--- src/rtl/row_deserializer.sv ---
// Row deserializer: collects N = W/B bus beats into one pixel row and
// hands it to a consumer through a double-buffered valid/ready slot.
//
// Ports:
//   CLK        sole clock, all state on posedge
//   RESET_N    asynchronous active-low reset
//   BUS_VALID  beat present on BUS_DATA this cycle
//   BUS_DATA   B pixels, pixel k at [k*P +: P]
//   ROW_READY  consumer takes ROW_DATA when ROW_VALID is high
//   ROW_DATA   assembled row, pixel i = pixel (i mod B) of beat i/B
//   ROW_VALID  ROW_DATA holds an unconsumed row
//   OVERFLOW   one-cycle pulse: finished row dropped, slot was busy
//   GAP_ERROR  one-cycle pulse: partial row aborted by idle timeout
//   ROW_COUNT  rows written into ROW_DATA since reset (wraps)

package PixelSensorConfig;
    localparam int PIXEL_ARRAY_WIDTH = 4;
    localparam int OUTPUT_BUS_WIDTH  = 2;
    localparam int PIXEL_BITS        = 8;
endpackage

module row_deserializer #(
    parameter int PIXEL_ARRAY_WIDTH = PixelSensorConfig::PIXEL_ARRAY_WIDTH,
    parameter int OUTPUT_BUS_WIDTH  = PixelSensorConfig::OUTPUT_BUS_WIDTH,
    parameter int PIXEL_BITS        = PixelSensorConfig::PIXEL_BITS,
    parameter int GAP_LIMIT         = 4
) (
    input  logic                                          CLK,
    input  logic                                          RESET_N,
    input  logic                                          BUS_VALID,
    input  logic [OUTPUT_BUS_WIDTH*PIXEL_BITS-1:0]        BUS_DATA,
    input  logic                                          ROW_READY,
    output logic [PIXEL_ARRAY_WIDTH-1:0][PIXEL_BITS-1:0] ROW_DATA,
    output logic                                          ROW_VALID,
    output logic                                          OVERFLOW,
    output logic                                          GAP_ERROR,
    output logic [15:0]                                   ROW_COUNT
);

    localparam int W  = PIXEL_ARRAY_WIDTH;
    localparam int B  = OUTPUT_BUS_WIDTH;
    localparam int P  = PIXEL_BITS;
    localparam int N  = W / B;
    localparam int CW = (N > 1) ? $clog2(N) : 1;
    localparam int GW = $clog2(GAP_LIMIT + 1);

    localparam logic [CW-1:0] LAST_BEAT = CW'(N - 1);
    localparam logic [GW-1:0] LAST_GAP  = GW'(GAP_LIMIT - 1);

    typedef enum logic {
        IDLE,
        RECEIVING
    } state_t;

    state_t                 state;
    logic [CW-1:0]          beat_cnt;
    logic [GW-1:0]          gap_cnt;
    logic [W-1:0][P-1:0]    asm_q;
    logic [W-1:0][P-1:0]    asm_next;
    logic [B-1:0][P-1:0]    beat;
    logic                   slot_free;

    assign beat = BUS_DATA;

    // Consuming and refilling may happen on the same edge.
    assign slot_free = !ROW_VALID || ROW_READY;

    // beat_cnt is 0 in IDLE, so the same merge serves the first beat.
    always_comb begin
        asm_next = asm_q;
        for (int i = 0; i < W; i++) begin
            if (i / B == int'(beat_cnt)) begin
                asm_next[i] = beat[i % B];
            end
        end
    end

    always_ff @(posedge CLK or negedge RESET_N) begin
        if (!RESET_N) begin
            state     <= IDLE;
            beat_cnt  <= '0;
            gap_cnt   <= '0;
            asm_q     <= '0;
            ROW_DATA  <= '0;
            ROW_VALID <= 1'b0;
            OVERFLOW  <= 1'b0;
            GAP_ERROR <= 1'b0;
            ROW_COUNT <= '0;
        end else begin
            OVERFLOW  <= 1'b0;
            GAP_ERROR <= 1'b0;

            // A refill below overrides this drop.
            if (ROW_VALID && ROW_READY) begin
                ROW_VALID <= 1'b0;
            end

            case (state)
                IDLE: begin
                    if (BUS_VALID) begin
                        asm_q    <= asm_next;
                        beat_cnt <= CW'(1);
                        gap_cnt  <= '0;
                        state    <= RECEIVING;
                    end
                end
                RECEIVING: begin
                    if (BUS_VALID) begin
                        asm_q   <= asm_next;
                        gap_cnt <= '0;
                        if (beat_cnt == LAST_BEAT) begin
                            beat_cnt <= '0;
                            state    <= IDLE;
                            if (slot_free) begin
                                ROW_DATA  <= asm_next;
                                ROW_VALID <= 1'b1;
                                ROW_COUNT <= ROW_COUNT + 16'd1;
                            end else begin
                                OVERFLOW <= 1'b1;
                            end
                        end else begin
                            beat_cnt <= beat_cnt + CW'(1);
                        end
                    end else if (gap_cnt == LAST_GAP) begin
                        GAP_ERROR <= 1'b1;
                        state     <= IDLE;
                        beat_cnt  <= '0;
                        gap_cnt   <= '0;
                        asm_q     <= '0;
                    end else begin
                        gap_cnt <= gap_cnt + GW'(1);
                    end
                end
                default: begin
                    state    <= IDLE;
                    beat_cnt <= '0;
                    gap_cnt  <= '0;
                end
            endcase
        end
    end

endmodule

--- config.mk ---
export PLATFORM = sky130hd
export DESIGN_NAME = row_deserializer
export DESIGN_NICKNAME = d
export VERILOG_FILES = /design/src/rtl/row_deserializer.sv
export SDC_FILE = /design/constraint.sdc
export NUM_CORES = 1
export LEC_CHECK = 0
export ABC_CLOCK_PERIOD_IN_PS = 2940
export CORE_MARGIN = 5
export CORE_UTILIZATION = 45
export DETAILED_ROUTE_END_ITERATION = 6
export GPL_TIMING_DRIVEN = 0
export MAX_ROUTING_LAYER = met4
export PLACE_DENSITY = 0.74
export SLEW_MARGIN = 20
export SYNTH_ARGS = -nofsm -noshare
export SYNTH_HDL_FRONTEND = slang
export SYNTH_SLANG_ARGS = --single-unit
export TNS_END_PERCENT = 30
--- constraint.sdc ---
create_clock -name CLK -period 2.94 [get_ports CLK]
set_input_delay 0.882 -clock CLK [delete_from_list [all_inputs] [get_ports CLK]]
set_output_delay 0.882 -clock CLK [all_outputs]
set_load 0.02 [all_outputs]
* Word-level counts from Yosys, hierarchy flattened
Cells that the tools add are included.
Storage, ports and cells: register bits 88, input port bits 20, output and inout bits 51, word-level logic and storage cells 61
Operators by class: $add $sub $neg 3, equality and inequality tests 3, muxes and demuxes 34, bitwise logic cells 1, reductions and logical operators 5
Operators with widths (count):
- 32-bit two-way mux | 3
- 32-bit case mux with 2 select lines | 1
- 8-bit two-way mux | 4
- 1-bit two-way mux | 20
- 16-bit by 1-bit adder with 16-bit output (second input constant) | 1
- 3-bit two-way mux | 3
- 3-bit case mux with 2 select lines | 1
- 1-bit case mux with 2 select lines | 2
- 4-bit AND reduction | 1
- 3-bit by 1-bit adder with 3-bit output (second input constant) | 1
- 3-bit by 2-bit equality test with 1-bit output (second input constant) | 1
- 3-bit by 2-bit != test with 1-bit output (second input constant) | 1
- 2-bit != test (second input constant) | 1
- 2-bit AND reduction | 1
- 1-bit adder (second input constant) | 1
- 1-bit logical AND | 1
- 1-bit zero test | 1
- 1-bit logical OR | 1
- 1-bit inverter | 1

* Logic depth before layout (Yosys ltp)
depth in word-level cells 6, mapped depth 7, depth with buffers taken out 5

* Least setup slack after synthesis
No wires, ideal clock.
path type input to register, start point in BUS_VALID, end point reg ROW_COUNT[1], library setup time 125 ps, arrival 1903 ps, required time 2815 ps, path slack 912 ps, stages on the path 6, path buffers 3, cell sequence buf_2 -> and3_4 -> and2_1 -> buf_6 -> buf_6 -> mux2_4
On the way: word-level cells in the longest chain between the ends 1
RTL lines:
- start, declared | line 30 | input logic BUS_VALID,
- 4-bit AND reduction (no line)
- end signal, assigned | line 117 | ROW_COUNT <= ROW_COUNT + 16'd1;
- end, declared | line 37 | output logic [15:0] ROW_COUNT
No other way between the ends. A chain may end at the register's enable or synchronous reset.

* Final worst setup path
start point reg ROW_COUNT[2], end point out ROW_COUNT[2]
No word-level cell between the ends.

==> summary.md <==
| Metric | Value |
|---|---|
| Net Switching | `around 0.0017 W` |
| Clk sink count | `88` |
| Delay-heaviest family, CP | `buffers and inverters` |
| WP buf/inv | `1` |
| Max Cap Viol | `0` |
| Diode count | `0` |
| # IOs | `between 70 and 80` |
| Fmax achieved | `0.4222 GHz` |
| Largest cells by area after synthesis | `dfrtp_1, mux2_4, mux2_2, a22o_1, mux2i_1` |
| CP peak stage delay | `approximately 0.65 ns` |
| Vias/cell | `between 5 and 6` |
| # DRC | `0` |
| M2 GR Usage | `0.2586` |
| Post-Syn Area | `0.003780 mm2` |
| Final Cell Area | `0.004835 mm2` |
| Syn Inst Count | `301` |
| Combinational power share | `0.438` |
| Largest net degree at the start of global routing | `between 50 and 60` |
| Rel. slew slack | `0.6127` |
| Unrepaired setup endpoints after global routing | `no` |
| Antenna violations before repair | `0` |
| CTS Buf Count | `9` |
| Post-synthesis sequential area ratio | `0.5826` |
| Slew @ Worst Pin | `0.5809 ns` |
| Crit path max fanout | `7` |
| Seq cells post-synth | `88` |
| CTS H-tree depth | `3` |
| DRT iter0 DRCs | `roughly 110` |
| DP HPWL | `5817 um` |
| Slowest-stage cell, CP | `clkdlybuf4s50_1` |
| Sequential share of power | `0.389` |
| Total track usage | `0.1740` |
| CP endpoint kind | `output pin` |
| Pwr Total | `0.005026 W` |
| Initial Util | `0.4600` |
| Worst-path cell chain | `clkdlybuf4s50_1` |
| Routed wire length | `8228 um` |
| Switching Fraction | `0.3481` |
| Crit path DAT | `approximately 1.5 ns` |
| Final Slew Violations | `0` |
| Clock Path Buffers | `2` |
| Nets | `404` |
| Fraction of registers with async set or reset after synthesis | `1.000` |
| Per-cell routed wire length | `about 17 um` |
| TritonCTS clock tree | `done` |
| Clk network pwr share | `0.174` |
| M1 GR Usage | `0.2354` |
| P&R area growth vs syn | `27.90%` |
| Outcome | `finished, final reports clean` |
| Tmin final | `2.369 ns` |
| YS warnings | `0` |
| M3 GR Usage | `0.04132` |
| Synth Flop Type | `dfrtp_1` |
| Leakage power | `2.205 nW` |
| Setup Buffers After CTS | `0` |
| Final period utilization | `0.8057` |
| Final setup TNS | `0 ns` |
| Syn nets | `323` |
| Kind of critical path | `reg2out` |
| Global route overflow | `0` |
| Hold-fix buffers, CTS | `0` |
| Hold Path Class | `in2async` |
| Core Region | `approximately 0.0082 mm2` |
| PD cells | `1040 mW/mm2` |
| Die width | `roughly 100 um` |
| Most used routing layer | `met2` |
| Vias in the first global route | `around 2.7k` |
| Internal | `0.003277 W` |
| CP required | `2.06 ns` |
| Worst Reg2Reg Path Length in Cells | `5` |
| Syn Area/Cell | `approximately 13 um2` |
| Finish-stage setup viols | `0` |
| Vias | `2585` |
| DRT Pass-1 Iters | `4` |
| Netlist cell types | `29` |
| DIE AREA | `between 0.01 and 0.015 mm2` |
| Die Y | `101.7 um` |
| Most frequent cells in the layout | `dfrtp_1, clkdlybuf4s50_1, nand2_1, mux2_2, nor2_1` |
| Placed instance area | `0.004627 mm2` |
| Final hold violations | `0` |
| Worst skew pair latency | `0.36 ns` |
| Post-synth top area cell | `dfrtp_1` |
| Final Util | `0.5884` |
| Most common cell after layout, fill and taps aside | `dfrtp_1` |
| CP startpoint kind | `flip-flop` |
| Clock Skews | `0.009116 ns` |
| Layout cells sized above 1 | `0.1757` |
| Synth top area share | `0.5826` |
| # port buffers | `slightly below 70` |
| WP depth | `1` |
| Placer Congestion | `roughly 0.8` |
| Post-route ant nets | `0` |
| CTS root buf | `clkbuf_8` |
| CTS clk-pin slew, worst paths | `0.09 ns` |
| Post-synth EDFFs | `0` |
| Resized cells post-CTS | `0` |
| VDD IR-drop max | `~0.6 mV` |
| Row Count | `33` |
| First-pass GRT wire length | `13420 um` |
[layout make-up]
cell class,instances,area [um2]
fillers,692,3382
flip-flops and latches,88,2202
multi-input cells,191,1449
repair buffers,70,715.7
clock buffers,12,155.1
well taps,105,131.4
plain buffers,18,113.9
clock inverters,4,52.55
inverters,4,15.01
[logic make-up after synthesis]
group | share of synthesized area
flip-flops | 0.5826
AND/OR/NAND/NOR | 0.08938
multiplexers | 0.1672
AO/OA/AOI/OAI | 0.08540
buffers and inverters | 0.03409
XOR/XNOR | 0.03476
adder cells (fa/ha/maj) | 0.006619
[per-stage QoR]
stage               setup slack [ns]  std cells  hold slack [ns]
floorplan                     0.9121        301           0.4492
global placement              -2.171        475           0.4576
detailed placement            0.4525        476           0.4704
CTS                           0.5540        492           0.4693
global route                  0.4996        492           0.4872
finish                        0.5712        492           0.4618
[power by group through the flow]
stage	logic [W]	registers [W]	clock network, W
after floorplan	0.00110	0.00224	0
after global routing	0.00237	0.00202	0.000948
final	0.00220	0.00195	0.000874
after global placement	0.00217	0.00196	0
after CTS	0.00223	0.00196	0.000886
after detailed placement	0.00221	0.00198	0
[registers in the layout (all words and copies together), names as in the netlist]
| register | count |
|---|---|
| ROW_DATA | 32 |
| OVERFLOW | 1 |
| GAP_ERROR | 1 |
| asm_q | 32 |
| state | 1 |
| ROW_COUNT | 16 |
| gap_cnt | 3 |
| beat_cnt | 1 |
| ROW_VALID | 1 |
[path summary, 6_finish.rpt]
kind                               start       endpoint  slack [ns]
max                         ROW_COUNT[2]   ROW_COUNT[2]        0.57
min                              RESET_N  ROW_COUNT[11]        0.46
max reg2reg                   gap_cnt[0]      asm_q[20]        1.01
min reg2reg                ROW_COUNT[15]  ROW_COUNT[15]        0.48
max in group asynchronous        RESET_N   ROW_DATA[24]        1.85
min in group CLK           ROW_COUNT[15]  ROW_COUNT[15]        0.48
[per-layer routing]
metal | vias up | wire, um | share of wire
met5 | - | 0 | 0
met4 | 0 | 123 | 0.015
met3 | 12 | 326 | 0.040
met2 | 55 | 3900 | 0.47
met1 | 1299 | 3876 | 0.47
li1 | 1219 | - | -
[cell usage after synthesis (3+ instances only)]
cell type and number:
nand3_1 7, nand2_1 22, nand2b_1 3, buf_2 4, a21oi_1 17, mux2_2 21
nor2_1 19, xor2_1 9, nand4_1 3, xnor2_1 6, and3_1 3, buf_4 4
inv_1 4, clkbuf_1 7, o21ai_0 16, a22o_1 18, mux2_4 17, dfrtp_1 88
nor3_1 7, mux2i_1 14
No activity file was read; power rests on OpenSTA's default activity.
